==> config.mk <==
export PLATFORM = sky130hd
export DESIGN_NAME = inv_matrix
export DESIGN_NICKNAME = d
export VERILOG_FILES = /design/src/rtl/inv_matrix.sv
export SDC_FILE = /design/constraint.sdc
export NUM_CORES = 1
export LEC_CHECK = 0
export BUFFER_PORTS_ARGS = -buffer_cell sky130_fd_sc_hd__buf_4
export CAP_MARGIN = 10
export CORE_ASPECT_RATIO = 1.25
export CORE_MARGIN = 2
export CORE_UTILIZATION = 55
export DETAILED_ROUTE_END_ITERATION = 7
export PLACE_DENSITY = 0.69
export SLEW_MARGIN = 40
export SYNTH_ARGS = -nofsm -noshare
export SYNTH_HDL_FRONTEND = slang
export SYNTH_SLANG_ARGS = --single-unit
==> constraint.sdc <==
create_clock -name clk -period 13.4 [get_ports clk]
set_clock_uncertainty 0.15 [all_clocks]
set_input_delay 2.01 -clock clk [delete_from_list [all_inputs] [get_ports clk]]
set_output_delay 2.01 -clock clk [all_outputs]
set_load 0.1 [all_outputs]
==> src/rtl/inv_matrix.sv <==
// 2x2 signed matrix inverse in Q4.10 using restoring division on magnitudes.
// Define INV_MATRIX_PAR_DIV_EN for four parallel dividers; otherwise one shared divider runs serially.
module inv_matrix (
  input  logic                clk,
  input  logic                rst,
  input  logic                IN_VALID,
  input  logic signed [3:0]   IN,
  output logic                OUT_VALID,
  output logic signed [13:0]  OUT
);

  localparam int unsigned EW   = 4;
  localparam int unsigned FRAC = 10;
  localparam int unsigned NW   = EW + FRAC;
  localparam int unsigned DW   = 9;
  localparam int unsigned VW   = 8;
  localparam logic [3:0]  LAST_BIT = 4'd13;
`ifdef INV_MATRIX_PAR_DIV_EN
  localparam int unsigned NDIV = 4;
`else
  localparam int unsigned NDIV = 1;
`endif

  typedef enum logic [2:0] {S_IDLE, S_LOAD, S_DET, S_DIV, S_OUT, S_ZERO} state_t;

  state_t               state, state_nxt;
  logic signed [EW-1:0] el [4];
  logic [1:0]           smp_cnt, q_idx;
  logic [3:0]           bit_cnt;
  logic signed [DW-1:0] det, det_c;
  logic signed [DW-1:0] xa, xb, xc, xd;
  logic [VW-1:0]        dmag;
  logic [VW-1:0]        rem  [NDIV];
  logic [NW-1:0]        quo  [NDIV];
  logic [VW+NW-1:0]     step_c [NDIV];
  logic [NW-1:0]        res  [4];
  logic [NW-1:0]        num_c [4];
  logic                 neg_c [4];
  logic                 div_done_c;
  logic                 out_valid_nxt;
  logic [NW-1:0]        out_nxt;

  // Quotient j (e,f,g,h) divides element d,b,c,a respectively.
  function automatic logic [1:0] src_idx(input logic [1:0] j);
    return (j == 2'd0) ? 2'd3 : (j == 2'd3) ? 2'd0 : j;
  endfunction

  function automatic logic [NW-1:0] mag_num(input logic signed [EW-1:0] x);
    logic [EW-1:0] m;
    m = x[EW-1] ? EW'(-x) : EW'(x);
    return {m, FRAC'(0)};
  endfunction

  function automatic logic [VW+NW-1:0] div_step(input logic [VW-1:0] r,
                                                input logic [NW-1:0] q,
                                                input logic [VW-1:0] dv);
    logic [VW:0] trial;
    logic        ge;
    trial = {r, q[NW-1]};
    ge    = (trial >= {1'b0, dv});
    return {(ge ? VW'(trial - {1'b0, dv}) : trial[VW-1:0]), q[NW-2:0], ge};
  endfunction

  function automatic logic [NW-1:0] apply_sign(input logic [NW-1:0] q, input logic neg);
    return neg ? NW'(-q) : q;
  endfunction

  assign xa    = DW'(el[0]);
  assign xb    = DW'(el[1]);
  assign xc    = DW'(el[2]);
  assign xd    = DW'(el[3]);
  assign det_c = xa * xd - xb * xc;
  assign dmag  = det[DW-1] ? VW'(-det) : VW'(det);

  // f and g carry an extra negation on top of sign(N) ^ sign(det).
  always_comb begin
    for (int j = 0; j < 4; j++) begin
      num_c[j] = mag_num(el[src_idx(2'(j))]);
      neg_c[j] = el[src_idx(2'(j))][EW-1] ^ det[DW-1] ^ ((j == 1) || (j == 2));
    end
    for (int i = 0; i < NDIV; i++) begin
      step_c[i] = div_step(rem[i], quo[i], dmag);
    end
  end

`ifdef INV_MATRIX_PAR_DIV_EN
  assign div_done_c = (bit_cnt == LAST_BIT);
`else
  assign div_done_c = (bit_cnt == LAST_BIT) && (q_idx == 2'd3);
`endif

  always_ff @(posedge clk) begin
    if (rst) state <= S_IDLE;
    else     state <= state_nxt;
  end

  always_comb begin
    state_nxt = state;
    case (state)
      S_IDLE: if (IN_VALID) state_nxt = S_LOAD;
      S_LOAD: if (!IN_VALID) state_nxt = S_IDLE;
              else if (smp_cnt == 2'd3) state_nxt = S_DET;
      S_DET:  state_nxt = (det_c == '0) ? S_ZERO : S_DIV;
      S_DIV:  if (div_done_c) state_nxt = S_OUT;
      S_OUT:  if (q_idx == 2'd3) state_nxt = S_IDLE;
      S_ZERO: state_nxt = S_IDLE;
      default: state_nxt = S_IDLE;
    endcase
  end

  always_comb begin
    out_valid_nxt = 1'b0;
    out_nxt       = '0;
    if (state == S_OUT) begin
      out_valid_nxt = 1'b1;
      out_nxt       = res[q_idx];
    end else if (state == S_ZERO) begin
      out_valid_nxt = 1'b1;
    end
  end

  always_ff @(posedge clk) begin
    if (rst) begin
      OUT_VALID <= 1'b0;
      OUT       <= '0;
      smp_cnt   <= '0;
      q_idx     <= '0;
      bit_cnt   <= '0;
      det       <= '0;
      for (int j = 0; j < 4; j++) begin
        el[j]  <= '0;
        res[j] <= '0;
      end
      for (int i = 0; i < NDIV; i++) begin
        rem[i] <= '0;
        quo[i] <= '0;
      end
    end else begin
      OUT_VALID <= out_valid_nxt;
      OUT       <= out_nxt;
      case (state)
        S_IDLE: begin
          el[0]   <= IN;
          smp_cnt <= IN_VALID ? 2'd1 : 2'd0;
        end
        S_LOAD: begin
          if (IN_VALID) begin
            el[smp_cnt] <= IN;
            smp_cnt     <= smp_cnt + 2'd1;
          end else begin
            smp_cnt <= '0;
          end
        end
        S_DET: begin
          det     <= det_c;
          bit_cnt <= '0;
          q_idx   <= '0;
          for (int i = 0; i < NDIV; i++) begin
            rem[i] <= '0;
            quo[i] <= num_c[i];
          end
        end
        S_DIV: begin
          bit_cnt <= (bit_cnt == LAST_BIT) ? 4'd0 : bit_cnt + 4'd1;
          for (int i = 0; i < NDIV; i++) begin
            rem[i] <= step_c[i][VW+NW-1:NW];
            quo[i] <= step_c[i][NW-1:0];
          end
          if (bit_cnt == LAST_BIT) begin
`ifdef INV_MATRIX_PAR_DIV_EN
            for (int i = 0; i < NDIV; i++) begin
              res[i] <= apply_sign(step_c[i][NW-1:0], neg_c[i]);
            end
`else
            // Store this quotient, then reload the shared divider with the next numerator.
            res[q_idx] <= apply_sign(step_c[0][NW-1:0], neg_c[q_idx]);
            q_idx      <= q_idx + 2'd1;
            rem[0]     <= '0;
            quo[0]     <= num_c[q_idx + 2'd1];
`endif
          end
        end
        S_OUT:   q_idx <= q_idx + 2'd1;
        default: ;
      endcase
    end
  end

endmodule
==> results list <==
* Arrival time reported for the critical path endpoint: 5.62 ns
- In this run the remaining antenna-violating nets after routing total 0.
- In this run the power density over the cells is 190.7 mW/mm².
- Counting flops with an async set or reset pin after synthesis yields a share of 0.
- Post-Synthesis Mean Instance Area: 10.29 µm²
- Worst Setup End Kind: register
- The clock tree synthesis step divided the H-tree into 4 levels.
* Number of global-route vias before repair: 5507
- Fmax: 183.4 MHz
- CTS buffer count: 17
- For this run, the share of the core covered by cells in the final layout is 0.6232.
- List of most frequent post-synthesis cells: sky130_fd_sc_hd__nor2_1, sky130_fd_sc_hd__edfxtp_1, sky130_fd_sc_hd__inv_1
- Detail-routed via count per cell: 5.716
* Run status: finished, final reports clean
- Synthesis produced a netlist with a net count of 830.
- Reg2Reg Depth: 18
- IR analysis of the VDD net gives a maximum drop of 0.1823 mV.
- #FFs+latches synth: 129
- The Yosys step of the flow raised 0 warnings.
- DR vias: 5447
- Number of I/O port buffers: 21
- At the pin with the least slew margin, the transition time is 0.7915 ns.
* Largest fanout on the critical path: 7
* Instance count of the mapped netlist: 752
* Max-slew violations: 0
- For this configuration, the core starts out at a cell density of 0.5604.
- The floorplan has 48 rows.
* WS Path Type: register to register
- Total number of nets in the final design: 843
* Static leakage power: 3.514 nW
- The die is 110.1 µm wide.
- Root cell of the clock tree: sky130_fd_sc_hd__clkbuf_16
- Most frequently used cell type in the post-synthesis netlist: sky130_fd_sc_hd__nor2_1
- Count of different cell masters after synthesis: 57
- Setup slack on the critical path of the routed design comes to 7.949 ns.
* RSZ-0062 raised after global routing: false
- Global-route wire length before repair: 26820 µm
- Number of setup violations in the final report: 0
* Clock tree sinks: 129
* Number of enable flip-flop cells after synthesis: 76
* Post-detailed-placement half-perimeter wirelength: 12100 µm
- Across the run, the number of max-cap violations was 0.
* Area share of the leading cell type in the synthesized netlist: 0.2948
* Setup crit start kind: register
- Fillers: 1139
- Worst-case headroom to the max-slew limit: 0.4723
- The number of antenna diodes in the final layout is 0.
- In the finished design, the share of the clock period the worst path needs comes to 0.4068.
* Synthesis-to-layout area growth: 11.20%
- Of the synthesized area, sequential elements account for 0.4319.
- Sum of overflow across all layers after global routing: 0
- Number of instances on the worst hold path: 2
- After routing, the total negative slack on setup checks comes to 0 ns.
- After detailed routing, the total wire length is 16420 µm.
* Final weighted congestion in routability-driven placement: 0.8556
- TritonCTS built the clock tree.
- Before CTS, the worst setup slack after placement is 7.925 ns.
- Counting I/O delays and the setup requirement, the final critical path takes 5.451 ns.
* Full die area: 0.01505 mm²
- At the worst endpoint, the required time is 13.57 ns.
- Power, Total: 1.642 mW
* Dominant cell type by area after synthesis: sky130_fd_sc_hd__edfxtp_1
- Remaining routing DRC violations: 0
* Drt first pass iters: 5
* Most frequently used flop master after synthesis: sky130_fd_sc_hd__edfxtp_1
- Final hold violations: 0
- At the later pin of the worst-skew pair, clock insertion delay measures 0.42 ns.
* Number of placed I/O pins: 22
* Post-CTS Repair Setup Buffers: 0
- The number of gates resized after CTS was 0.
* Number of buffers between clock root and the deepest sink: 2
- Entering global routing, the biggest net connects 33 pins.
- Core region area: 0.01381 mm²
- The die is 136.6 µm tall.
* Post-DR wirelength/cell: 17.23 µm
- Clock-pin slew was measured on the worst setup and hold paths at 0.06 ns.
- The initial antenna violation count came to 0.
* Cells taking the most area after synthesis: sky130_fd_sc_hd__edfxtp_1, sky130_fd_sc_hd__dfxtp_1, sky130_fd_sc_hd__fa_1
- Fraction of final layout cells with drive strength greater than 1: 0.1144
- After synthesis the cells add up to 0.007741 mm².
* GRT Resource Usage Total: 0.2374
- In this run, the number of DRC markers left after iteration 0 of detailed routing was 295.
- In this run the worst hold path is classified as register to register.
- In this run, post-CTS hold repair placed 0 buffers.
==> stage by stage <==
stage                     std cells  hold slack, ns  cell area [µm²]
after CTS                       953          0.3258             8606
after global placement          921          0.3062             8011
after detailed placement        921          0.3181             8021
after floorplan                 752          0.2926             7741
after global routing            953          0.3551             8608
final                           953          0.3219             8608
==> report_power, final <==
part           total [mW]  leakage, nW  switching, mW  internal [mW]
Sequential          0.475         1.20         0.0304          0.445
Clock               0.450        0.277          0.181          0.269
Combinational       0.717         2.04          0.410          0.307
Total                1.64         3.51          0.622           1.02
==> logic make-up (layout without fill, tap and decap cells) <==
family                   Yosys count  after routing  share of synthesized area
flip-flops                       129            129                     0.4319
buffers and inverters            107            133                    0.05560
XOR/XNOR                          38             38                    0.04671
AO/OA/AOI/OAI                    103            103                    0.08663
adder cells (fa/ha/maj)           71             71                     0.1429
multiplexers                      30             30                    0.06805
AND/OR/NAND/NOR                  274            274                     0.1683
==> placed cells by master, fill, tap and decap left out, types with 19 or more instances in the layout <==
cell and count:
sky130_fd_sc_hd__and2_1 27, sky130_fd_sc_hd__a21oi_1 27, sky130_fd_sc_hd__o21ai_0 27, sky130_fd_sc_hd__fa_1 29, sky130_fd_sc_hd__nand2_1 53, sky130_fd_sc_hd__nor2_1 107
sky130_fd_sc_hd__ha_1 42, sky130_fd_sc_hd__dfxtp_1 53, sky130_fd_sc_hd__inv_1 75, sky130_fd_sc_hd__xnor2_1 19, sky130_fd_sc_hd__nor2b_1 19, sky130_fd_sc_hd__edfxtp_1 76
sky130_fd_sc_hd__buf_4 25
==> state kept, by name, indices dropped and copies added, names as in the netlist, 2 cells and up <==
name	cells
res	56
state	3
OUT	14
q_idx	2
smp_cnt	2
quo	14
el	16
det	9
bit_cnt	4
rem	8
==> metal layers <==
layer	wire length, µm	global-route usage
met2	9071	0.4441
met5	0	0
met4	547	0.1042
met1	6116	0.2523
met3	681	0.04905
==> worst max-delay path: stages, from the launching register on <==
cell and delay, ns:
sky130_fd_sc_hd__edfxtp_1 0.51, sky130_fd_sc_hd__nand2_1 0.23, sky130_fd_sc_hd__inv_1 0.13, sky130_fd_sc_hd__fa_1 0.52, sky130_fd_sc_hd__inv_1 0.05, sky130_fd_sc_hd__fa_1 0.46
sky130_fd_sc_hd__fa_1 0.54, sky130_fd_sc_hd__inv_1 0.05, sky130_fd_sc_hd__fa_1 0.52, sky130_fd_sc_hd__inv_1 0.04, sky130_fd_sc_hd__ha_1 0.29, sky130_fd_sc_hd__ha_1 0.31
sky130_fd_sc_hd__o21ai_0 0.11, sky130_fd_sc_hd__a22oi_1 0.28, sky130_fd_sc_hd__a31oi_1 0.14, sky130_fd_sc_hd__xnor2_1 0.17, sky130_fd_sc_hd__nor3_1 0.51, sky130_fd_sc_hd__nor3_1 0.09
sky130_fd_sc_hd__o211a_1 0.23
==> final cells by class <==
cell class	count	area [µm²]	area share
Clock buffer	19	454.2	0.05276
Clock inverter	13	130.1	0.01512
Inverter	76	287.8	0.03343
Multi-Input combinational cell	516	3986	0.4631
Sequential cell	129	3343	0.3884
Tap cell	175	219.0	0.02544
Timing Repair Buffer	25	187.7	0.02180
==> final timing paths <==
path                                        startpoint               endpoint  slack [ns]
worst max register to register  el[1][3]$_SDFFCE_PN0P_  state[1]$_SDFFE_PP0P_        7.95
worst min register to register     det[1]$_SDFFE_PP0P_    det[1]$_SDFFE_PP0P_        0.32
worst min-delay path               det[1]$_SDFFE_PP0P_    det[1]$_SDFFE_PP0P_        0.32
worst max-delay path            el[1][3]$_SDFFCE_PN0P_  state[1]$_SDFFE_PP0P_        7.95
No activity file was read; power rests on OpenSTA's default activity.
